<file path="src/rtl/fpu_in_issue_queue_if.sv">
// Request and FPU-issue channels of the FPU input issue queue.
// slave is the queue's view of the bus and master is the environment's view.
interface fpu_in_issue_queue_if #(
    parameter int DATA_W = 64,
    parameter int TAG_W  = 4
);
    logic              req_valid;
    logic              req_ready;
    logic [2:0]        req_op;
    logic [1:0]        req_rmode;
    logic [DATA_W-1:0] req_a;
    logic [DATA_W-1:0] req_b;

    logic              fpu_start;
    logic [2:0]        fpu_op;
    logic [1:0]        fpu_rmode;
    logic [DATA_W-1:0] fpu_a;
    logic [DATA_W-1:0] fpu_b;
    logic [TAG_W-1:0]  fpu_tag;
    logic              fpu_done;

    modport master (
        output req_valid, req_op, req_rmode, req_a, req_b,
        input  req_ready,
        input  fpu_start, fpu_op, fpu_rmode, fpu_a, fpu_b, fpu_tag,
        output fpu_done
    );

    modport slave (
        input  req_valid, req_op, req_rmode, req_a, req_b,
        output req_ready,
        output fpu_start, fpu_op, fpu_rmode, fpu_a, fpu_b, fpu_tag,
        input  fpu_done
    );
endinterface

</file>
<file path="src/rtl/fpu_in_issue_queue.sv">
// FIFO-buffered issue stage for a non-pipelined FPU core, with a done watchdog.
// Define FPU_IN_ISSUE_OPCHECK_EN to drop and count requests whose opcode is above 4.
module fpu_in_issue_queue #(
    parameter int DATA_W  = 64,
    parameter int DEPTH   = 4,
    parameter int TAG_W   = 4,
    parameter int TIMEOUT = 64
) (
    input  logic                     clock_i,
    input  logic                     reset_ni,
    input  logic                     flush_i,
    fpu_in_issue_queue_if.slave      bus,
    output logic                     busy_o,
    output logic [$clog2(DEPTH):0]   level_o,
    output logic                     timeout_err_o
`ifdef FPU_IN_ISSUE_OPCHECK_EN
    ,
    output logic                     illegal_op_o,
    output logic [7:0]               illegal_cnt_o
`endif
);
    localparam int PTR_W = $clog2(DEPTH);
    localparam int LVL_W = PTR_W + 1;
    localparam int WD_W  = $clog2(TIMEOUT) + 1;

    typedef enum logic [1:0] {IDLE, ISSUE, WAIT} state_t;

    logic [2:0]        mem_op_q    [DEPTH];
    logic [1:0]        mem_rmode_q [DEPTH];
    logic [DATA_W-1:0] mem_a_q     [DEPTH];
    logic [DATA_W-1:0] mem_b_q     [DEPTH];

    logic [PTR_W-1:0]  wr_ptr_q, rd_ptr_q;
    logic [LVL_W-1:0]  level_q;
    state_t            state_q, state_d;
    logic [WD_W-1:0]   wd_q, wd_d;
    logic [TAG_W-1:0]  tag_cnt_q;

    logic [2:0]        fpu_op_q;
    logic [1:0]        fpu_rmode_q;
    logic [DATA_W-1:0] fpu_a_q, fpu_b_q;
    logic [TAG_W-1:0]  fpu_tag_q;

    logic accept, op_legal, enq, pop, start, timeout;

    assign accept = bus.req_valid && (level_q != LVL_W'(DEPTH));
`ifdef FPU_IN_ISSUE_OPCHECK_EN
    assign op_legal = (bus.req_op <= 3'd4);
`else
    assign op_legal = 1'b1;
`endif
    assign enq = accept && op_legal && !flush_i;

    always_comb begin
        state_d = state_q;
        wd_d    = wd_q;
        pop     = 1'b0;
        start   = 1'b0;
        timeout = 1'b0;
        case (state_q)
            IDLE: begin
                if (level_q != '0) begin
                    pop     = 1'b1;
                    state_d = ISSUE;
                end
            end
            ISSUE: begin
                start   = 1'b1;
                wd_d    = '0;
                state_d = WAIT;
            end
            WAIT: begin
                // done takes priority over a watchdog expiring in the same cycle
                if (bus.fpu_done) begin
                    state_d = IDLE;
                end else if (wd_q == WD_W'(TIMEOUT - 1)) begin
                    timeout = 1'b1;
                    state_d = IDLE;
                end else begin
                    wd_d = wd_q + 1'b1;
                end
            end
            default: state_d = IDLE;
        endcase
        if (flush_i) begin
            state_d = IDLE;
            wd_d    = '0;
            pop     = 1'b0;
            start   = 1'b0;
            timeout = 1'b0;
        end
    end

    always_ff @(posedge clock_i) begin
        if (!reset_ni) begin
            state_q     <= IDLE;
            wd_q        <= '0;
            wr_ptr_q    <= '0;
            rd_ptr_q    <= '0;
            level_q     <= '0;
            tag_cnt_q   <= '0;
            fpu_op_q    <= '0;
            fpu_rmode_q <= '0;
            fpu_a_q     <= '0;
            fpu_b_q     <= '0;
            fpu_tag_q   <= '0;
        end else begin
            state_q <= state_d;
            wd_q    <= wd_d;
            if (flush_i) begin
                wr_ptr_q <= '0;
                rd_ptr_q <= '0;
                level_q  <= '0;
            end else begin
                if (enq) wr_ptr_q <= wr_ptr_q + 1'b1;
                if (pop) rd_ptr_q <= rd_ptr_q + 1'b1;
                case ({enq, pop})
                    2'b10:   level_q <= level_q + 1'b1;
                    2'b01:   level_q <= level_q - 1'b1;
                    default: level_q <= level_q;
                endcase
            end
            if (pop) begin
                fpu_op_q    <= mem_op_q[rd_ptr_q];
                fpu_rmode_q <= mem_rmode_q[rd_ptr_q];
                fpu_a_q     <= mem_a_q[rd_ptr_q];
                fpu_b_q     <= mem_b_q[rd_ptr_q];
                fpu_tag_q   <= tag_cnt_q;
                tag_cnt_q   <= tag_cnt_q + 1'b1;
            end
        end
    end

    // Storage has no reset so it can map onto block RAM.
    always_ff @(posedge clock_i) begin
        if (enq) begin
            mem_op_q[wr_ptr_q]    <= bus.req_op;
            mem_rmode_q[wr_ptr_q] <= bus.req_rmode;
            mem_a_q[wr_ptr_q]     <= bus.req_a;
            mem_b_q[wr_ptr_q]     <= bus.req_b;
        end
    end

`ifdef FPU_IN_ISSUE_OPCHECK_EN
    logic       illegal_q;
    logic [7:0] illegal_cnt_q;
    logic       illegal_hit;

    assign illegal_hit = accept && !op_legal;

    always_ff @(posedge clock_i) begin
        if (!reset_ni) begin
            illegal_q     <= 1'b0;
            illegal_cnt_q <= '0;
        end else begin
            illegal_q <= illegal_hit;
            if (illegal_hit && (illegal_cnt_q != 8'hFF)) begin
                illegal_cnt_q <= illegal_cnt_q + 1'b1;
            end
        end
    end

    assign illegal_op_o  = illegal_q;
    assign illegal_cnt_o = illegal_cnt_q;
`endif

    assign bus.req_ready = (level_q != LVL_W'(DEPTH));
    assign bus.fpu_start = start;
    assign bus.fpu_op    = fpu_op_q;
    assign bus.fpu_rmode = fpu_rmode_q;
    assign bus.fpu_a     = fpu_a_q;
    assign bus.fpu_b     = fpu_b_q;
    assign bus.fpu_tag   = fpu_tag_q;
    assign busy_o        = (state_q != IDLE);
    assign level_o       = level_q;
    assign timeout_err_o = timeout;
endmodule

</file>
<file path="src/flat_wrapper.sv">
// flat-port wrapper written by rule: the top's interface ports become plain ports
module fpu_in_issue_queue_flat 
#(
    parameter int DATA_W  = 64,
    parameter int DEPTH   = 4,
    parameter int TAG_W   = 4,
    parameter int TIMEOUT = 64
)
  (clock_i, reset_ni, flush_i, busy_o, level_o, timeout_err_o, bus_req_valid, bus_req_op, bus_req_rmode, bus_req_a, bus_req_b, bus_req_ready, bus_fpu_start, bus_fpu_op, bus_fpu_rmode, bus_fpu_a, bus_fpu_b, bus_fpu_tag, bus_fpu_done);
  fpu_in_issue_queue_if #(.DATA_W(DATA_W), .TAG_W(TAG_W)) bus_i ();
  input  logic clock_i;
  input  logic reset_ni;
  input  logic flush_i;
  output logic busy_o;
  output logic [$clog2(DEPTH):0] level_o;
  output logic timeout_err_o;
  input wire logic [$bits(bus_i.req_valid)-1:0] bus_req_valid;
  input wire logic [$bits(bus_i.req_op)-1:0] bus_req_op;
  input wire logic [$bits(bus_i.req_rmode)-1:0] bus_req_rmode;
  input wire logic [$bits(bus_i.req_a)-1:0] bus_req_a;
  input wire logic [$bits(bus_i.req_b)-1:0] bus_req_b;
  output wire logic [$bits(bus_i.req_ready)-1:0] bus_req_ready;
  output wire logic [$bits(bus_i.fpu_start)-1:0] bus_fpu_start;
  output wire logic [$bits(bus_i.fpu_op)-1:0] bus_fpu_op;
  output wire logic [$bits(bus_i.fpu_rmode)-1:0] bus_fpu_rmode;
  output wire logic [$bits(bus_i.fpu_a)-1:0] bus_fpu_a;
  output wire logic [$bits(bus_i.fpu_b)-1:0] bus_fpu_b;
  output wire logic [$bits(bus_i.fpu_tag)-1:0] bus_fpu_tag;
  input wire logic [$bits(bus_i.fpu_done)-1:0] bus_fpu_done;
  assign bus_i.req_valid = bus_req_valid;
  assign bus_i.req_op = bus_req_op;
  assign bus_i.req_rmode = bus_req_rmode;
  assign bus_i.req_a = bus_req_a;
  assign bus_i.req_b = bus_req_b;
  assign bus_req_ready = bus_i.req_ready;
  assign bus_fpu_start = bus_i.fpu_start;
  assign bus_fpu_op = bus_i.fpu_op;
  assign bus_fpu_rmode = bus_i.fpu_rmode;
  assign bus_fpu_a = bus_i.fpu_a;
  assign bus_fpu_b = bus_i.fpu_b;
  assign bus_fpu_tag = bus_i.fpu_tag;
  assign bus_i.fpu_done = bus_fpu_done;
  fpu_in_issue_queue #(.DATA_W(DATA_W), .DEPTH(DEPTH), .TAG_W(TAG_W), .TIMEOUT(TIMEOUT)) u_core (.clock_i(clock_i), .reset_ni(reset_ni), .flush_i(flush_i), .bus(bus_i), .busy_o(busy_o), .level_o(level_o), .timeout_err_o(timeout_err_o));
endmodule
</file>
<file path="config.mk">
export PLATFORM = sky130hd
export DESIGN_NAME = fpu_in_issue_queue_flat
export DESIGN_NICKNAME = d
export VERILOG_FILES = /design/src/rtl/fpu_in_issue_queue_if.sv /design/src/rtl/fpu_in_issue_queue.sv /design/src/flat_wrapper.sv
export SDC_FILE = /design/constraint.sdc
export NUM_CORES = 1
export LEC_CHECK = 0
export BUFFER_PORTS_ARGS = -buffer_cell sky130_fd_sc_hd__buf_2
export CAP_MARGIN = 20
export CORE_MARGIN = 5
export CORE_UTILIZATION = 40
export CTS_CLUSTER_DIAMETER = 200
export DETAILED_ROUTE_END_ITERATION = 8
export MAX_ROUTING_LAYER = met4
export PLACE_DENSITY = 0.66
export SYNTH_ARGS = -nofsm -noshare
export SYNTH_HDL_FRONTEND = slang
export SYNTH_SLANG_ARGS = --single-unit
</file>
<file path="constraint.sdc">
create_clock -name clock_i -period 9.5 [get_ports clock_i]
set_input_delay 0.475 -clock clock_i [delete_from_list [all_inputs] [get_ports clock_i]]
set_output_delay 0.475 -clock clock_i [all_outputs]
set_load 0.02 [all_outputs]
</file>
==> impl_metrics.json, run 1 <==
{
  "core_area_mm2": 0.0617,
  "ys_ff_latch": 689,
  "h-tree-depth": 3,
  "fmax_ghz": 0.251,
  "drc": 0,
  "finalNetCount": 1715,
  "max-slew-margin-rel": 0.257,
  "syn-instance-count": 1276,
  "power_density_mw_per_mm2": 215,
  "seqCellArea_mm2": 0.0191,
  "hold_violations": 0,
  "hold_start": "bus_req_a[50]",
  "vias": 12700,
  "clk_pin_slew_ns": 0.06,
  "synthTopCellsByArea": "edfxtp_1, dfxtp_1, mux4_2, o2bb2ai_1, nand2_1",
  "grt_pass1_vias": 13400,
  "clock_sinks": 689,
  "dp.final_hpwl_mm": 31.1,
  "die_w_um": 260,
  "postRouteAntennaNets": 0,
  "ctsHoldBuffers": 0,
  "cts.root.buffer_cell": "clkbuf_16",
  "grt_max_degree": 78,
  "crit-reg2reg-launch": "u_core.state_q[1]",
  "yosysMostFrequentCell": "edfxtp_1",
  "fillers": 5241,
  "overflow": 0,
  "setup_viol": 0,
  "wire_per_inst_um": 22.3,
  "crit_type": "register to register",
  "post-route-min-period_ns": 3.98,
  "power_leakage_nw": 9.88,
  "track_usage": 0.167,
  "synth-main-ff-cell": "edfxtp_1",
  "crit_path_start": "u_core.state_q[1]",
  "ctsResizeCount": 0,
  "multi_input_area_mm2": 0.00537,
  "clock_latency_ns": 0.61,
  "slew_viol_final": 0,
  "stdcell_count": 2476,
  "ios": 282,
  "cp_max_fo": 74,
  "wirelength_mm": 55.3,
  "syn_area_mm2": 0.0249,
  "vias_per_cell": 5.13,
  "die_h_um": 260,
  "rsz0062_at_grt": "no",
  "ys_types": 43,
  "arrival_ns": 4.50,
  "grt_first_pass_wirelength_mm": 83.1,
  "synth_top_cell_area_share": 0.641,
  "ys_warn_count": 0,
  "synth_nets": 1422,
  "worstPathRequired_ns": 10.02,
  "met3_usage": 0.0417,
  "dp_slack_ns": 5.44,
  "end_kind": "register",
  "skew_ns": 0.0249,
  "worstSetupStartpointType": "register",
  "synth-seq-area-share": 0.767,
  "clockBufferDepth": 3,
  "setup_ws_ns": 5.52,
  "synth_async_sr_flop_share": 0,
  "first_pass_iters": 5,
  "start_util": 0.404,
  "worst_slew_pin_slew_ns": 1.11,
  "status": "finished clean",
  "rows": 91,
  "drive_gt1_frac": 0.346,
  "drtIter0Drc": 836,
  "vdd_ir_drop_max_mv": 0.149,
  "grtUsageMet1": 0.216,
  "cts_tree": "yes",
  "hold_slack_ns": 0.0795,
  "busiest_layer": "met2",
  "cts_made_buffers": 73,
  "use_met2": 0.269,
  "synth_area_per_cell_um2": 19.5,
  "period_share": 0.419,
  "placedCellCount": 2331,
  "area_growth_pct": 18.7,
  "cts_setup_buffers": 0,
  "cap_violations": 0,
  "synth-edff-count": 532,
  "tns_ns": 0,
  "antenna_found_initial": 12,
  "synth_top_area_cell": "edfxtp_1",
  "port_buffers": 281,
  "die_area_mm2": 0.0674,
  "hold_path_class": "input pin to register",
  "synth_common_cells": "edfxtp_1, dfxtp_1, nand2_1, mux4_2, o2bb2ai_1",
  "gp_congestion": 0.758,
  "total_power_mw": 6.36
}
-- final timing paths --
path	end	slack [ns]	cells past startpoint
worst max-delay path	u_core.bus.fpu_b[62]	5.52	6
worst min-delay path	u_core.mem_a_q[3][50]	0.08	1
worst max register to register	u_core.bus.fpu_b[62]	5.52	6
worst min register to register	u_core.bus.fpu_a[20]	0.46	2
-- placed cells by master (no fill, tap or decap), types with 8 or more instances in the layout --
cell type and n:
nor2_1 8, a21oi_1 8, clkinv_2 13, buf_4 17, o2bb2ai_2 10, dfxtp_1 155, mux4_2 133, buf_2 280
clkbuf_1 15, o2bb2ai_1 123, diode_2 14, edfxtp_1 532, nand2_1 147, inv_1 11, clkbuf_16 75, clkbuf_8 8
-- logic make-up (layout without fill, tap and decap cells) --
kind of cell             after synthesis  after routing  share of synthesized area
XOR/XNOR                               5              5                    0.00176
AND/OR/NAND/NOR                      190            190                     0.0320
flip-flops                           689            689                      0.767
adder cells (fa/ha/maj)                8              8                    0.00432
AO/OA/AOI/OAI                        160            160                     0.0567
multiplexers                         133            133                      0.120
other                                  0             14                          0
buffers and inverters                 91            440                     0.0176
-- stage by stage --
step	util	area, um2
after floorplan	-	24900
after global placement	0.440	27100
after detailed placement	0.440	27100
after CTS	0.478	29500
after global routing	0.479	29600
final	0.479	29600
-- registers in the layout, summed over array words and instances, names as in the netlist --
signal	flops
u_core.mem_a_q	256
u_core.wd_q	7
u_core.bus.fpu_rmode	2
u_core.mem_op_q	12
u_core.mem_b_q	256
u_core.bus.fpu_op	3
u_core.state_q	2
u_core.bus.fpu_tag	4
u_core.level_o	3
u_core.mem_rmode_q	8
u_core.wr_ptr_q	2
u_core.bus.fpu_b	64
u_core.rd_ptr_q	2
u_core.tag_cnt_q	4
u_core.bus.fpu_a	64
-- area by class of cell --
type | instances | area share
flip-flops and latches | 689 | 0.647
multi-input cells | 496 | 0.182
clock buffers | 98 | 0.0691
repair buffers | 297 | 0.0517
well taps | 837 | 0.0354
clock inverters | 33 | 0.0122
inverters | 12 | 0.00169
diodes | 14 | 0.00119
-- metal layers --
layer	part of all wire	vias to the layer above
li1	-	5726
met1	0.42	6575
met2	0.50	326
met3	0.062	86
met4	0.022	0
met5	0	-
-- power by group --
| part | internal (mW) | switching, mW |
|---|---|---|
| Clock | 1.68 | 1.14 |
| Combinational | 0.0799 | 0.135 |
| Sequential | 3.30 | 0.0197 |
-- worst max-delay path, stage by stage (launching register included) --
cell,delay (ns)
dfxtp_1,0.36
or2_1,0.25
or3_1,0.54
inv_6,0.58
and2_4,0.84
buf_4,0.94
o2bb2ai_1,0.22
(Power assumes the default switching activity.)
==> inputs of run 2 (changes only) <==
ABC_AREA = 1   (was not set)
clock period = 4.15 ns   (was 9.5 ns; I/O delays follow)
==> impl_metrics.json, run 2 <==
{
  "largestRegisters": "u_core.mem_a_q (256), u_core.mem_b_q (256)",
  "grt_max_degree": 169,
  "antenna_found_initial": 5,
  "arrival_ns": 2.98,
  "crit_path_start": "u_core.level_o[1]",
  "hold_violations": 0,
  "start_util": 0.402,
  "synth_common_cells": "nor2_1, edfxtp_1, o21ai_0, o21ai_1, dfxtp_1",
  "synth-edff-count": 532,
  "dp_slack_ns": 1.49,
  "syn-instance-count": 2176,
  "status": "finished clean",
  "synth_nets": 2322,
  "wire_per_inst_um": 18.1,
  "synthTopCellsByArea": "edfxtp_1, dfxtp_1, nor2_1, o21ai_0, o21ai_1",
  "setup_viol": 0,
  "hold_slack_ns": 0.0863,
  "synth_top_cell_area_share": 0.620,
  "ys_types": 30,
  "syn_area_mm2": 0.0258,
  "grt_first_pass_wirelength_mm": 99.5,
  "clock_sinks": 689,
  "vdd_ir_drop_max_mv": 0.294,
  "wirelength_mm": 63.0,
  "rows": 93,
  "end_kind": "register",
  "final_cell_mix": "nor2_1, edfxtp_1, buf_2",
  "max-slew-margin-rel": 0.327,
  "worst_slew_pin_slew_ns": 1.01,
  "worstPathRequired_ns": 4.68,
  "die_area_mm2": 0.0696,
  "port_buffers": 281,
  "core_area_mm2": 0.0641,
  "ys_warn_count": 0,
  "fmax_ghz": 0.408,
  "vias": 17600,
  "track_usage": 0.182,
  "power_leakage_nw": 11.6,
  "skew_ns": 0.0235,
  "postRouteAntennaNets": 0,
  "cp_slowest_cell": "or2_1",
  "synth_top_area_cell": "edfxtp_1",
  "ios": 282,
  "cts_tree": "yes",
  "ctsResizeCount": 0,
  "rsz0062_at_grt": "no",
  "worstSetupStartpointType": "register",
  "clock_latency_ns": 0.60,
  "ys_ff_latch": 689,
  "total_power_mw": 14.8,
  "power_density_mw_per_mm2": 468,
  "tns_ns": 0,
  "drtIter0Drc": 1310,
  "h-tree-depth": 3,
  "dp.final_hpwl_mm": 34.9,
  "vias_per_cell": 5.06,
  "cp_max_fo": 6,
  "fillers": 5519,
  "overflow": 0,
  "clockBufferDepth": 3,
  "cts.root.buffer_cell": "clkbuf_16",
  "yosysMostFrequentCell": "nor2_1",
  "drc": 0,
  "setup_ws_ns": 1.70,
  "timing.critical_path.mode_cell": "nand2_1",
  "synth_area_per_cell_um2": 11.8,
  "slew_viol_final": 0,
  "synth-main-ff-cell": "edfxtp_1",
  "max_stage_delay_ns": 0.42,
  "synth_async_sr_flop_share": 0,
  "area_growth_pct": 23.2,
  "crit-reg2reg-launch": "u_core.level_o[1]",
  "clk_pin_slew_ns": 0.06,
  "mostFrequentLayoutCell": "nor2_1",
  "cts_setup_buffers": 0,
  "finalNetCount": 2709,
  "cap_violations": 0,
  "hold_start": "flush_i",
  "period_share": 0.590,
  "grt_pass1_vias": 17900,
  "hold_path_class": "input pin to register",
  "synth-seq-area-share": 0.742,
  "multi_input_area_mm2": 0.00585,
  "drive_gt1_frac": 0.167,
  "die_w_um": 264,
  "crit_type": "register to register",
  "post-route-min-period_ns": 2.45,
  "seqCellArea_mm2": 0.0191,
  "cts_made_buffers": 73,
  "first_pass_iters": 5,
  "ctsHoldBuffers": 135,
  "gp_congestion": 0.776,
  "die_h_um": 264,
  "crit_chain": "inv_2 -> nand3_1 -> nand2_1 -> or2_1 -> ha_1 -> inv_1 -> fa_1 -> a21oi_1 -> o21ai_0 -> nand2_1 -> nand2_1 -> nor2_1"
}
## run 2: cell types whose count changed after synthesis, sizes merged, moves of 18 or more
cell	before	now
nor2	8	698
o21ai	3	542
mux4	133	0
buf	37	75
clkbuf	42	60
nand2	147	35
o2bb2ai	133	0
## run 2: cell type report
class / instances / share of cell area
inverter: 28 / 0.00363
timing repair buffer: 447 / 0.0993
sequential: 689 / 0.603
tap: 855 / 0.0337
clock inverter: 28 / 0.00907
clock buffer: 107 / 0.0665
antenna: 5 / 0.000394
multi-input combinational: 1324 / 0.184
## run 2: cell families after synthesis
group	after synthesis	share of synthesized area
flops	689	0.742
fa+ha+maj	8	0.00418
buf+inv	163	0.0322
xor+xnor	1	0.000340
compound gates	561	0.109
simple gates	754	0.112
## run 2: metrics by stage
stage	cell area [um2]	std cells	utilization
global placement	27900	3206	0.435
finish	31700	3483	0.495
floorplan	25800	2176	-
global route	31700	3483	0.495
CTS	31700	3476	0.494
detailed placement	27900	3206	0.435
## run 2: path summary, 6_finish.rpt
kind	endpoint	slack, ns	cells past startpoint
max	u_core.level_o[2]	1.70	12
min	u_core.wd_q[5]	0.09	4
max reg2reg	u_core.level_o[2]	1.70	12
min reg2reg	u_core.bus.fpu_tag[1]	0.47	2
## run 2: per-layer routing
layer,share of wire,GRT usage,vias up
li1,-,-,8394
met1,0.41,0.218,8573
met2,0.51,0.312,546
met3,0.054,0.0319,127
met4,0.028,0.0622,0
met5,0,-,-
## run 2: where the power goes
part	total [mW]	internal, mW	switching [mW]
combinational	0.775	0.294	0.481
sequential	7.66	7.60	0.0588
clock	6.41	3.75	2.66
## run 2: worst max-delay path: cells and delay by family (launching register included)
kind	cells	cell delay, ns
flops	1	0.34
simple gates	6	0.91
compound gates	2	0.33
buf+inv	2	0.17
fa+ha+maj	2	0.63
==> inputs of run 3 (changes only) <==
PLACE_DENSITY = 0.68   (was 0.66)
clock period = 2.2 ns   (was 4.15 ns; I/O delays follow)
==> impl_metrics.json, run 3 (synthesis gave the netlist of run 2 again) <==
{
  "crit_type": "register to primary output",
  "clk_pin_slew_ns": 0.06,
  "die_area_mm2": 0.0696,
  "r2r_cells": 8,
  "max-slew-margin-rel": 0.460,
  "drc": 0,
  "crit_path_start": "u_core.wd_q[0]",
  "vias_per_cell": 5.01,
  "gp_congestion": 0.790,
  "crit-reg2reg-launch": "u_core.level_o[1]",
  "worst_slew_pin_slew_ns": 0.810,
  "max_stage_delay_ns": 0.41,
  "overflow": 0,
  "hold_violations": 0,
  "track_usage": 0.185,
  "rr_endpoint": "u_core.mem_b_q[3][57]",
  "power_leakage_nw": 11.9,
  "post-route-min-period_ns": 2.04,
  "timing.critical_path.mode_cell": "nand2_1",
  "start_util": 0.402,
  "cts_tree": "yes",
  "end_kind": "primary output",
  "crit_chain": "ha_2 -> nand2_1 -> nor2_1 -> nand2_1 -> nor4_2 -> buf_2",
  "worst-path-stages": 6,
  "die_h_um": 264,
  "first_pass_iters": 5,
  "tns_ns": 0,
  "slew_viol_final": 0,
  "clock_sinks": 689,
  "dpl_cell_area_mm2": 0.0284,
  "ios": 282,
  "hold_slack_ns": 0.251,
  "grt_first_pass_wirelength_mm": 99.6,
  "final_util": 0.504,
  "wire_per_inst_um": 18.1,
  "finalNetCount": 2736,
  "setup_viol": 0,
  "cap_violations": 0,
  "grt_max_degree": 145,
  "worstSetupStartpointType": "register",
  "drtIter0Drc": 1341,
  "cp_max_fo": 5,
  "largestRegisters": "u_core.mem_a_q (256), u_core.mem_b_q (256)",
  "mostFrequentLayoutCell": "nor2_1",
  "cts_made_buffers": 73,
  "vdd_ir_drop_max_mv": 0.756,
  "cp_slowest_cell": "dfxtp_1",
  "hold_path_class": "input pin to register",
  "rows": 93,
  "rsz0062_at_grt": "no",
  "worstPathRequired_ns": 2.09,
  "port_buffers": 281,
  "drive_gt1_frac": 0.181,
  "vias": 17600,
  "core_area_mm2": 0.0641,
  "area_growth_pct": 25.5,
  "antenna_found_initial": 12,
  "final_cell_mix": "nor2_1, edfxtp_1, buf_2",
  "power_density_mw_per_mm2": 881,
  "wirelength_mm": 63.8,
  "h-tree-depth": 3,
  "postRouteAntennaNets": 0,
  "clockBufferDepth": 3,
  "fmax_ghz": 0.491,
  "die_w_um": 264,
  "period_share": 0.925,
  "regToRegSetupSlack_ns": 0.28,
  "grt_pass1_vias": 18000,
  "path_delay_family": "simple AND/OR/NAND/NOR gates",
  "endpoint": "timeout_err_o",
  "dp.final_hpwl_mm": 37.6,
  "cts_setup_buffers": 0,
  "cts.root.buffer_cell": "clkbuf_16",
  "stdcell_area_mm2": 0.0323,
  "skew_ns": 0.0190,
  "crit_buf_inv": 1,
  "status": "finished clean",
  "arrival_ns": 1.93,
  "clock_latency_ns": 0.61
}
## run 3: worst reg2reg max path: stages (launching register included)
cell	delay [ns]
dfxtp_4	0.36
inv_4	0.05
nand3_4	0.07
nand2_2	0.06
or2_1	0.23
buf_4	0.18
nor2_4	0.18
buf_12	0.24
buf_12	0.24
## run 3: through the flow
stage	instances	worst slack, ns	power (mW)
finish	3518	0.165	28.5
global route	3518	0.0156	29.5
CTS	3506	0.00977	28.8
detailed placement	3233	0.259	16.0
global placement	3233	0.198	16.0
floorplan	2176	-1.18	15.4
## run 3: worst min path at each step
stage	to	slack, ns	cells after the start	start
after floorplan	u_core.mem_a_q[0][0]	0.21	0	bus_req_a[0]
after global placement	u_core.mem_a_q[3][55]	0.32	1	bus_req_a[55]
after detailed placement	u_core.mem_b_q[1][24]	0.32	1	bus_req_b[24]
after CTS	u_core.mem_b_q[3][41]	0.20	2	bus_req_b[41]
after global routing	u_core.mem_b_q[3][44]	0.22	2	bus_req_b[44]
final	u_core.mem_a_q[1][58]	0.25	2	bus_req_a[58]
## run 3: routing by layer
| layer | up-vias | global-route usage | share of wire |
|---|---|---|---|
| met5 | - | - | 0 |
| met4 | 0 | 0.0757 | 0.036 |
| met3 | 134 | 0.0357 | 0.060 |
| met2 | 512 | 0.318 | 0.51 |
| met1 | 8550 | 0.215 | 0.39 |
| li1 | 8444 | - | - |
## run 3: area by class of cell
type	instances	area (um2)
Fill cell	5426	31800
Sequential cell	689	19100
Multi-Input combinational cell	1324	5880
Timing Repair Buffer	474	3600
Clock buffer	97	2030
Tap cell	855	1070
Clock inverter	39	453
Inverter	28	118
Antenna cell	12	30.0
## run 3: power by group
group	leakage, nW	internal, mW	switching [mW]	total, mW
Combinational	4.55	0.581	0.923	1.50
Sequential	6.11	14.3	0.111	14.4
Clock	1.21	7.49	5.02	12.5
## run 3: what timing repair did
| action | 4_1_cts | 5_1_grt |
|---|---|---|
| hold buffers | 137 | 0 |
| resized for setup | 0 | 2 |
| hold endpoints to repair | 538 | 0 |
| setup endpoints to repair | 0 | 1 |
